[config.mk]
export PLATFORM = sky130hd
export DESIGN_NAME = call_queue
export DESIGN_NICKNAME = d
export VERILOG_FILES = /design/src/rtl/call_queue_pkg.sv /design/src/rtl/call_queue_btn_filter.sv /design/src/rtl/call_queue.sv
export SDC_FILE = /design/constraint.sdc
export NUM_CORES = 1
export LEC_CHECK = 0
export BUFFER_PORTS_ARGS = -buffer_cell sky130_fd_sc_hd__buf_2
export CAP_MARGIN = 20
export CORE_MARGIN = 8
export CORE_UTILIZATION = 45
export DETAILED_ROUTE_END_ITERATION = 6
export PLACE_DENSITY = 0.64
export SYNTH_ARGS = -nofsm -noshare
export SYNTH_HDL_FRONTEND = slang
export SYNTH_SLANG_ARGS = --single-unit
[constraint.sdc]
create_clock -name clk -period 4.06 [get_ports clk]
set_input_delay 0.406 -clock clk [delete_from_list [all_inputs] [get_ports clk]]
set_output_delay 0.406 -clock clk [all_outputs]
set_load 0.1 [all_outputs]
[src/rtl/call_queue_pkg.sv]
// Shared elevator definitions for the call queue: floor count, direction
// encodings, button indexing and the pending-request population count.
package call_queue_pkg;

    localparam int NUM_FLOORS = 4;
    localparam int NUM_BTNS   = 10;

    localparam logic [1:0] DIR_IDLE = 2'b00;
    localparam logic [1:0] DIR_UP   = 2'b01;
    localparam logic [1:0] DIR_DOWN = 2'b10;

    typedef enum logic {
        FLT_ARMED,
        FLT_HELD
    } flt_state_t;

    function automatic logic [3:0] count_pending(input logic [NUM_BTNS-1:0] v);
        logic [3:0] n;
        n = 4'd0;
        for (int i = 0; i < NUM_BTNS; i++) begin
            n = n + {3'b000, v[i]};
        end
        return n;
    endfunction

endpackage

[src/rtl/call_queue_btn_filter.sv]
// Debounce for one active-low button: emits a one-cycle accept pulse after
// DEB_CYCLES low samples, then waits for DEB_CYCLES high samples before re-arming.
//
// state     | meaning
// FLT_ARMED | counting consecutive low samples toward a press
// FLT_HELD  | press accepted; counting consecutive high samples toward release
module btn_filter
    import call_queue_pkg::*;
#(
    parameter int DEB_CYCLES = 4
) (
    input  logic clk,
    input  logic clr,
    input  logic raw_n,
    output logic accept
);

    localparam logic [3:0] TC = 4'(DEB_CYCLES - 1);

    flt_state_t state_q, state_d;
    logic [3:0] cnt_q, cnt_d;
    logic       accept_q, accept_d;

    always_ff @(posedge clk or posedge clr) begin
        if (clr) begin
            state_q  <= FLT_ARMED;
            cnt_q    <= 4'd0;
            accept_q <= 1'b0;
        end else begin
            state_q  <= state_d;
            cnt_q    <= cnt_d;
            accept_q <= accept_d;
        end
    end

    always_comb begin
        state_d  = state_q;
        cnt_d    = cnt_q;
        accept_d = 1'b0;
        case (state_q)
            FLT_ARMED: begin
                if (raw_n) begin
                    cnt_d = 4'd0;
                end else if (cnt_q == TC) begin
                    accept_d = 1'b1;
                    state_d  = FLT_HELD;
                    cnt_d    = 4'd0;
                end else begin
                    cnt_d = cnt_q + 4'd1;
                end
            end
            FLT_HELD: begin
                if (!raw_n) begin
                    cnt_d = 4'd0;
                end else if (cnt_q == TC) begin
                    state_d = FLT_ARMED;
                    cnt_d   = 4'd0;
                end else begin
                    cnt_d = cnt_q + 4'd1;
                end
            end
            default: begin
                state_d = FLT_ARMED;
                cnt_d   = 4'd0;
            end
        endcase
    end

    assign accept = accept_q;

endmodule

[src/rtl/call_queue.sv]
// Elevator call queue: debounces cab and hall buttons, latches pending requests,
// clears them when the door opens at the matching floor, and summarises them.
module call_queue
    import call_queue_pkg::*;
#(
    parameter int DEB_CYCLES = 4
) (
    input  logic       clk,
    input  logic       clr,
    input  logic [4:1] bn0,
    input  logic [3:1] upn0,
    input  logic [4:2] downn0,
    input  logic [2:0] floor,
    input  logic [1:0] updown,
    input  logic       open,
    output logic [4:1] bn,
    output logic [3:1] upn,
    output logic [4:2] downn,
    output logic       req_above,
    output logic       req_below,
    output logic       req_here,
    output logic [3:0] pend_cnt
);

    // Button vector layout: [3:0] cab 1..4, [6:4] hall-up 1..3, [9:7] hall-down 2..4
    logic [NUM_BTNS-1:0] raw_n;
    logic [NUM_BTNS-1:0] acc;
    logic [NUM_BTNS-1:0] clr_vec;
    logic [NUM_BTNS-1:0] pend_q;
    logic [NUM_BTNS-1:0] pend_d;
    logic [NUM_FLOORS:1] floor_pend;
    logic                floor_ok;
    logic                dir_up;
    logic                dir_down;

    assign raw_n = {downn0, upn0, bn0};

    for (genvar gi = 0; gi < NUM_BTNS; gi++) begin : g_flt
        btn_filter #(
            .DEB_CYCLES(DEB_CYCLES)
        ) u_flt (
            .clk   (clk),
            .clr   (clr),
            .raw_n (raw_n[gi]),
            .accept(acc[gi])
        );
    end

    assign floor_ok = (floor >= 3'd1) && (floor <= 3'(NUM_FLOORS));
    assign dir_up   = (updown == DIR_UP);
    assign dir_down = (updown == DIR_DOWN);

    // Code 11 decodes as neither up nor down, so it clears both hall directions.
    always_comb begin
        clr_vec = '0;
        if (open && floor_ok) begin
            for (int f = 1; f <= NUM_FLOORS; f++) begin
                if (floor == 3'(f)) begin
                    clr_vec[f-1] = 1'b1;
                    if (f <= 3 && !dir_down) clr_vec[4+f-1] = 1'b1;
                    if (f >= 2 && !dir_up)   clr_vec[7+f-2] = 1'b1;
                end
            end
        end
    end

    assign pend_d = (pend_q | acc) & ~clr_vec;

    always_ff @(posedge clk or posedge clr) begin
        if (clr) pend_q <= '0;
        else     pend_q <= pend_d;
    end

    always_comb begin
        floor_pend[1] = pend_q[0] | pend_q[4];
        floor_pend[2] = pend_q[1] | pend_q[5] | pend_q[7];
        floor_pend[3] = pend_q[2] | pend_q[6] | pend_q[8];
        floor_pend[4] = pend_q[3] | pend_q[9];
    end

    always_comb begin
        req_above = 1'b0;
        req_below = 1'b0;
        req_here  = 1'b0;
        if (floor_ok) begin
            for (int f = 1; f <= NUM_FLOORS; f++) begin
                if (3'(f) > floor)  req_above = req_above | floor_pend[f];
                if (3'(f) < floor)  req_below = req_below | floor_pend[f];
                if (3'(f) == floor) req_here  = req_here  | floor_pend[f];
            end
        end
    end

    assign bn       = pend_q[3:0];
    assign upn      = pend_q[6:4];
    assign downn    = pend_q[9:7];
    assign pend_cnt = count_pending(pend_q);

endmodule

; After elaboration in Yosys (flattened, before gate mapping)
; Index checks and enable logic that the tools add are counted.
[classes]
n_reduce_logical = 2
eq_ne = 20
n_lt_le_gt_ge = 10
n_bitwise = 28
mux = 137
add_sub_neg = 19
[ops]
columns = operator, count
row1 = $mux 4, 30
row2 = $mux 1, 86
row3 = $pmux 4 s2, 10
row4 = $add 4x1->4 const B, 10
row5 = $eq 4x2->1 const B, 10
row6 = $add 4x1->4, 6
row7 = $pmux 1 s2, 10
row8 = $or 1x1->1, 15
row9 = $and 10x10->10, 1
row10 = $mux 10, 1
row11 = $not 1->1, 10
row12 = $not 10->10, 1
row13 = $or 10x10->10, 1
row14 = $eq 2x3->1 const A, 2
row15 = $eq 3x2->1 const B, 2
row16 = $gt 2x3->1 const A, 2
row17 = $lt 2x3->1 const A, 2
row18 = $add 3x1->4, 1
row19 = $add 2x1->3, 1
row20 = $eq 1x3->1 const A, 1
row21 = $eq 3x1->1 const B, 1
row22 = $eq 3x3->1 const A, 1
row23 = $eq 3x3->1 const B, 1
row24 = $ge 3x1->1 const B, 1
row25 = 9 further kinds, 10
[word_totals]
ff_bits = 70
inputBits = 18
word_cells = 247
out_inout_bits = 17

; Longest topological paths before layout
; Gate-level depths: netlist of run 1.
[logic_depth]
ltp_word = 12
ltp_mapped = 9
depth_no_buf = 9

; By module
; Synthesis of run 1 repeated with hierarchy kept, for this count alone.
[unflattened]
hier_cells = 309
area_unflattened_um2 = 3433.3
[by_module_without_submodules]
columns = module, cells_per_inst, seq_area_each_um2, instances, area_per_inst_um2
row1 = btn_filter, 23, 150.1, 10, 269.0
row2 = call_queue, 79, 250.2, 1, 743.2

; Worst setup path before layout of run 1
; No wires, ideal clock.
[synth_timing]
path_type = flip-flop to output port
startpoint = reg pend_q[0]
endpoint = out pend_cnt[2]
path_slack_ns = -0.978
required_time_ns = 3.654
arrival_time_ns = 4.632
stages_incl_launch_ff = 10
n_path_buf = 0
cell_sequence = dfrtp_1 -> inv_1 -> fa_1 -> fa_1 -> fa_1 -> inv_1 -> ha_1 -> inv_1 -> fa_1 -> xor2_1
[synth_via]
elab_chain_cells = 9
[synth_rtl]
columns = item, line_no
row1 = start: declaration, call_queue.sv:29  ; logic [NUM_BTNS-1:0] pend_q;
row2 = start signal: assignment, call_queue.sv:71  ; else pend_q <= pend_d;
row3 = $add 1x1->2, call_queue_pkg.sv:21  ; n = n + {3'b000, v[i]};
row4 = $add 2x1->3, call_queue_pkg.sv:21
row5 = $add 3x1->4, call_queue_pkg.sv:21
row6 = $add 4x1->4 (6 in a row), call_queue_pkg.sv:21
row7 = end: declaration, call_queue.sv:22  ; output logic [3:0] pend_cnt
; Every way passes these cells.

; Final worst setup path of run 1
[layout_timing]
startpoint = reg pend_q[0]
endpoint = out pend_cnt[1]
; The elaborated chain is that of the path after synthesis.

==> results of run 1 <==
-- kinds of logic (layout without fill, tap and decap cells) --
logic type                 after synthesis  count (layout)  share of synthesized area, %
and+or+nand+nor                        117             117                         18.57
DFF                                     70              70                         55.42
AOI/OAI and AO/OA                       27              27                         5.345
buffers and inverters                   26              77                         3.088
xor gates and xnor gates                21              21                         5.820
adders and majority gates               18              18                         8.551
muxes                                    9               9                         3.207
-- cells in the mapped netlist, types with 2 or more instances --
cell type | instances | share of area, %
sky130_fd_sc_hd__a21oi_1 | 14 | 2.2
sky130_fd_sc_hd__dfrtp_1 | 70 | 55
sky130_fd_sc_hd__fa_1 | 6 | 3.8
sky130_fd_sc_hd__ha_1 | 12 | 4.8
sky130_fd_sc_hd__inv_1 | 26 | 3.1
sky130_fd_sc_hd__mux2_2 | 9 | 3.2
sky130_fd_sc_hd__nand2_1 | 13 | 1.5
sky130_fd_sc_hd__nand2b_1 | 3 | 0.59
sky130_fd_sc_hd__nand3_1 | 10 | 1.6
sky130_fd_sc_hd__nor2_1 | 53 | 6.3
sky130_fd_sc_hd__nor2b_1 | 2 | 0.40
sky130_fd_sc_hd__nor3_1 | 9 | 1.4
sky130_fd_sc_hd__nor3b_1 | 19 | 4.5
sky130_fd_sc_hd__o21ai_0 | 2 | 0.32
sky130_fd_sc_hd__xor2_1 | 21 | 5.8
-- path summary, 6_finish.rpt --
check | start | to | slack, ps | depth (start not counted)
worst max-delay path | pend_q[0]$_DFF_PP0_ | pend_cnt[1] | 200 | 10
worst min-delay path | clr | asynchronous set/reset pin | 180 | 2
worst max register to register | g_flt[2].u_flt.cnt_q[0]$_DFF_PP0_ | g_flt[2].u_flt.accept$_DFF_PP0_ | 2740 | 3
worst min register to register | g_flt[2].u_flt.accept$_DFF_PP0_ | pend_q[2]$_DFF_PP0_ | 460 | 1
max in group asynchronous | clr | pend_q[0]$_DFF_PP0_ | 2950 | 3
min in group clk | upn0[3] | g_flt[6].u_flt.accept$_DFF_PP0_ | 260 | 2
-- repair_timing --
action / in CTS / in global routing
hold endpoints to repair: 0 / 0
gates resized for setup: 0 / 1
endpoints found under the setup margin: 0 / 1
-- layer usage --
| metal | routed length (um) | track usage, % |
|---|---|---|
| met5 | 0 | 0 |
| met3 | 270 | 2.630 |
| met4 | 151 | 7.334 |
| met2 | 2549 | 18.37 |
| met1 | 2535 | 14.91 |
-- stage by stage --
stage,hold slack (ps),std cells
2_1_floorplan,431.9,288
3_3_place_gp,447.8,419
3_5_place_dp,449.8,419
4_1_cts,187.3,435
5_1_grt,242.6,435
6_report,177.0,435
-- final cells by class --
cell class                 count  area share [%]
sequential                    70           47.90
multi-input combinational    192           36.29
timing repair buffer          35           4.906
clock buffer                  12           3.680
tap                           96           3.271
inverter                      26           2.658
clock inverter                 4           1.295
==> results.md, run 1 <==
- The run finished with clean final reports.
- The count of mapped cells out of synthesis is 288.
- The residual DRC count is 0.
- The clock transition at the registers of the reported paths is 70 ps.
- The synthesized design contains 0 enable-type register cells.
- The kind of critical path is reg2out.
- The worst-path maximum fanout is 6.
- The mapped netlist covers 0.003161 sq mm.
- The biggest cell delay along the critical path is 560 ps.
- In this run the mean area of a mapped cell was 10.97 sq um.
- The worst-skew pair later-pin latency is 330 ps.
- The final setup TNS is 0 ps.
- The commonest non-fill, non-tap cell in the layout is sky130_fd_sc_hd__dfrtp_1.
- The initial DRC count is 52.
- Registers take 0.001759 sq mm.
- The initial utilization of the core area, before any placement, comes to 46.52%.
- The final wirelength is 5506 um.
- The number of hold violations in the final report came to 0.
- The per-cell via count in the routed design is 4.936.
- The CTS tree is built.
- The placeable core area is 0.006794 sq mm.
- The post-synthesis sequential element count is 70.
- The required time reported for the critical path endpoint is 3650 ps.
- The final route contains 2147 vias.
- The sequential element share of the synthesized area is 55.42%.
- After synthesis, the share of flip-flops with an asynchronous set or reset is 100.0%.
- The first global-routing pass estimated 9459 um of wire.
- In this run, CTS created clock tree buffers numbering 9.
- In the final design database the tool counted 370 nets.
- The number of buffers between clock root and the deepest sink is 2.
- The multi-input combinational cells in the finished layout cover a total of 0.001333 sq mm.
- STA puts the critical path data arrival time at 3460 ps.
- Timing would allow up to 0.2589 GHz.
- The final design utilization is 54.05%.
- In this design, the largest share of critical-path delay is due to adder cells.
- The net count of the mapped netlist is 324.
- In the layout the commonest cells are sky130_fd_sc_hd__dfrtp_1, sky130_fd_sc_hd__nor2_1, sky130_fd_sc_hd__buf_2.
- During placement, the flow inserted port buffers numbering 34.
- The class of the tightest hold or removal check is in2async.
- The last weighted congestion value of the routability-driven placer is 0.8188.
- The clock drives 70 sinks.
- STA classifies the critical path endpoint as a primary output.
- The count of synthesis-stage warnings from yosys is 0.
- The signal on the critical path passes through inv_1 > fa_1 > fa_1 > fa_1 > inv_1 > ha_1 > inv_1 > fa_1 > inv_1 > buf_2.
- The count of unique library cells instantiated by Yosys is 34.
- At the pin with the least slew margin, the transition time is 680.6 ps.
- The most instantiated flip-flop cell in the synthesis netlist is sky130_fd_sc_hd__dfrtp_1.
- Summed over all layers, the global routing overflow is 0.
- Prior to clock tree synthesis, the placed netlist has a worst setup slack of 440.8 ps.
- In the final routed layout, each cell accounts on average for 12.66 um.
- In this run the remaining antenna-violating nets after routing total 0.
- Row generation in the floorplan step produced 30 rows.
- Measured along the x axis, the die boundary spans 99.81 um.
- The floorplan die area is 0.009961 sq mm.
- The total count of max-transition violations in the final report is 0.
- The number of setup buffers added after CTS is 0.
- Setup violations remaining at the end of the flow were counted as 0.
- The height of the die is 99.81 um.
- The via count of the first global-routing pass is 2113.
- The share of layout cells above drive strength 1 is 20.65%.
- Measured against its own limit, the worst slew margin works out to 54.56%.
- The fraction of the cycle the final worst path needs is 95.13%.
- The placed standard-cell area is 0.003487 sq mm.
- Detailed placement finished with a half-perimeter wire length of 4157 um.
- The cell at the slowest stage of the critical path is sky130_fd_sc_hd__fa_1.
- 35 I/O pins were placed.
- The final-layout fill cell count is 592.
- The total of max-cap violations is 0.
- The total routing usage reported by global routing is 11.91%.
- Hold repair after CTS inserted 0 buffers.
- The number of H-tree branching levels is 3.
- Between clock sinks in the finished design, the worst skew comes to 8.295 ps.
- Relative to the synthesized area, the layout overhead comes to 16.19%.
- Setup repair after global routing left no endpoint under its margin.
- The cell at the root of the clock tree is sky130_fd_sc_hd__clkbuf_8.
- The launching element type of the critical path is a flop.
- The repair_antennas step left the layout with diodes totalling 0.
- Setup slack closes at 197.7 ps.
- Entering global routing, the biggest net connects 38 pins.
- With fillers left out, the area of the finished cells amounts to 0.003672 sq mm.
- The count of buffer and inverter cells on the critical path is 5.
- The number of antenna violations at the first check in global routing was 0.
- The number of iterations in the first detailed-routing pass is 4.
- The smallest clock period supported by the final layout is computed as 3862 ps.
Power of run 1 is left out: the tool's default activity adds up to more than one toggle a clock period on the data nets, which glitch-free logic cannot reach.
==> inputs of run 2 (changes only) <==
--- a/config.mk
+++ b/config.mk
@@ -7,9 +7,9 @@
 export LEC_CHECK = 0
 export BUFFER_PORTS_ARGS = -buffer_cell sky130_fd_sc_hd__buf_2
 export CAP_MARGIN = 20
-export CORE_MARGIN = 8
 export CORE_UTILIZATION = 45
 export DETAILED_ROUTE_END_ITERATION = 6
+export MAX_ROUTING_LAYER = met4
 export PLACE_DENSITY = 0.64
 export SYNTH_ARGS = -nofsm -noshare
 export SYNTH_HDL_FRONTEND = slang
==> run 2 against run 1 <==
Effect of this change:
- the run now ends with design-rule violations left
- setup slack lost 29 ps
- die area shrank 26%
- critical path depth is the same
- via count shrank 2.9%
- sequential share of layout area is the same
- fmax shrank 0.74%
- first-iteration DRC count grew 88%
==> results.md, run 2 (synthesis results as in run 1) <==
- The maximum clock rate is 0.2570 GHz (-0.74%).
- The per-cell via count in the routed design came to 4.802 (-2.7%).
- The layout-stage area growth over the synthesis result is 16.19% (unchanged).
- The maximum clock skew at final layout is 5.599 ps (-2.696 ps).
- The share of layout cells above drive strength 1 is 20.12% (-0.53 points).
- The final global-route overflow total was 0 (unchanged).
- The arrival time of data at the critical path endpoint is 3490 ps (+30 ps).
- The number of buffers created by CTS is 9 (unchanged).
- The number of hold violations in the final report is 0 (unchanged).
- The number of endpoints failing setup at the final stage is 0 (unchanged).
- The placeable core area came to 0.006794 sq mm (unchanged).
- The total number of clock tree sinks is 70 (unchanged).
- The number of iterations in the first detailed-routing pass is 6 (+2).
- The residual DRC count came to 1 (+1).
- The flow ran to the end, but the final reports show violations.
- The maximum number of pins on one net before global-route repair is 39 (+2.6%).
- The average wire per standard cell is 12.32 um (-2.6%).
- The time the worst path needs with I/O delays and setup is 3891 ps (+28.98 ps).
- The hold-fix buffer count after cts came to 0 (unchanged).
- The worst hold-check slack is 167.4 ps (-9.588 ps).
- The clock transition at the registers of the reported paths is 70 ps (about the same).
- The number of buffers between clock root and the deepest sink is 2 (unchanged).
- The fraction of the cycle the final worst path needs is 95.85% (+0.71 points).
- The worst slew margin relative to its limit is 54.13% (-0.43 points).
- The initial DRC count is 98 (+88%).
- The initial core utilization came to 46.52% (unchanged).
- The number of H-tree branching levels came to 3 (unchanged).
- The number of I/O port buffers is 34 (unchanged).
- The worst setup path is captured at a primary output.
- The worst-path maximum fanout came to 5 (-1).
- Setup repair after global routing left no endpoint under its margin.
- The top cell family by delay on the critical path is adder cells.
- The top cell types in the final layout, fill and taps aside, are sky130_fd_sc_hd__dfrtp_1, sky130_fd_sc_hd__nor2_1, sky130_fd_sc_hd__buf_2.
- The detailed placer's ending HPWL is 3925 um (-5.6%).
- The final wirelength came to 5349 um (-2.9%).
- The final reports fail on design-rule violations.
- The class of the tightest hold or removal check is in2async.
- The worst-skew pair later-pin latency is 340 ps (about the same).
- The critical path is of the reg2out type.
- The signal on the critical path passes through fa_1 > inv_1 > fa_1 > fa_1 > inv_1 > ha_1 > inv_1 > fa_1 > inv_1 > buf_2.
- The via count is 2084 (-2.9%).
- The total of max-cap violations is 0 (unchanged).
- CTS placed an instance of sky130_fd_sc_hd__clkbuf_8 at the clock tree root.
- The height of the die is 85.81 um (-14%).
- The global-route wire length before repair is 9294 um (-1.7%).
- The measured slew at the worst slew-check pin was 687.1 ps (+6.481 ps).
- The final setup TNS is 0 ps (unchanged).
- The number of setup buffers added after CTS was 0 (unchanged).
- The boundary pin count is 35 (unchanged).
- The required time reported for the critical path endpoint is 3650 ps (about the same).
- STA classifies the critical path startpoint as a flop.
- The floorplan die area is 0.007363 sq mm (-26%).
- The total routing usage reported by global routing came to 17.06% (+5.1 points).
- The count of buffer and inverter cells on the critical path was 5 (unchanged).
- The via count of the first global-routing pass came to 2075 (-1.8%).
- The net total in the final layout came to 370 (unchanged).
- The cell at the slowest stage of the critical path is sky130_fd_sc_hd__fa_1.
- The total count of max-transition violations in the final report is 0 (unchanged).
- The residual antenna-violating net count after detailed routing is 0 (unchanged).
- The last weighted congestion value of the routability-driven placer is 0.7740 (-5.5%).
- The count of inserted antenna diode cells is 0 (unchanged).
- The commonest non-fill, non-tap cell in the layout is sky130_fd_sc_hd__dfrtp_1.
- The number of gates given a new drive strength after cts is 0 (unchanged).
- The floorplan die width was 85.81 um (-14%).
- The number of rows in the core area is 30 (unchanged).
- The number of antenna violations at the first check in global routing is 0 (unchanged).
- The biggest cell delay along the critical path is 540 ps (-20 ps).
- TritonCTS built the clock tree.
run 2: cell types whose count changed in the layout (fill, tap and decap cells not counted), sizes merged:
cell,previous run,this run
clkbuf,13,15
clkinvlp,1,0
clkinv,2,0
run 2: path summary, 6_finish.rpt:
kind                       slack, ps                         startpoint  depth (start not counted)                                 to
max reg2reg                     2680  g_flt[2].u_flt.cnt_q[0]$_DFF_PP0_                          3    g_flt[2].u_flt.accept$_DFF_PP0_
min in group clk                 260                            upn0[3]                          2    g_flt[6].u_flt.accept$_DFF_PP0_
min                              170                                clr                          2  g_flt[8].u_flt.cnt_q[2]$_DFF_PP0_
max                              170                pend_q[5]$_DFF_PP0_                         10                        pend_cnt[1]
min reg2reg                      460  g_flt[8].u_flt.cnt_q[0]$_DFF_PP0_                          1  g_flt[8].u_flt.cnt_q[0]$_DFF_PP0_
max in group asynchronous       2920                                clr                          3                pend_q[9]$_DFF_PP0_
run 2: worst reg2reg max path, cell delays in order (launching register included):
cell	delay, ps
sky130_fd_sc_hd__dfrtp_1	380
sky130_fd_sc_hd__ha_1	190
sky130_fd_sc_hd__nor3b_1	410
sky130_fd_sc_hd__nor3b_1	300
run 2: metrics by stage:
stage / worst slack (ps) / std cells / utilization (%) / instance area, sq um
after floorplan: 75.14 / 288 / - / 3189
after global placement: 456.9 / 419 / 51.33 / 3487
after detailed placement: 440.2 / 419 / 51.33 / 3487
after CTS: 47.07 / 434 / 54.01 / 3670
after global routing: 37.20 / 434 / 54.05 / 3672
final: 168.7 / 434 / 54.05 / 3672
run 2: final cells by class:
type	count	area, sq um
fill	621	3122
multi-input combinational	192	1333
tap	96	120.1
sequential	70	1759
clock inverter	1	30.03
inverter	26	97.59
clock buffer	14	152.6
timing repair buffer	35	180.2
run 2: metal layers:
metal / track usage [%] / vias to the layer above / routed length [um]
met2: 26.25 / 28 / 2446
met4: 9.091 / 0 / 102
met1: 21.31 / 994 / 2587
met3: 3.561 / 8 / 213
met5: - / - / 0
li1: - / 1054 / -
Power of run 2 is left out for the same reason.
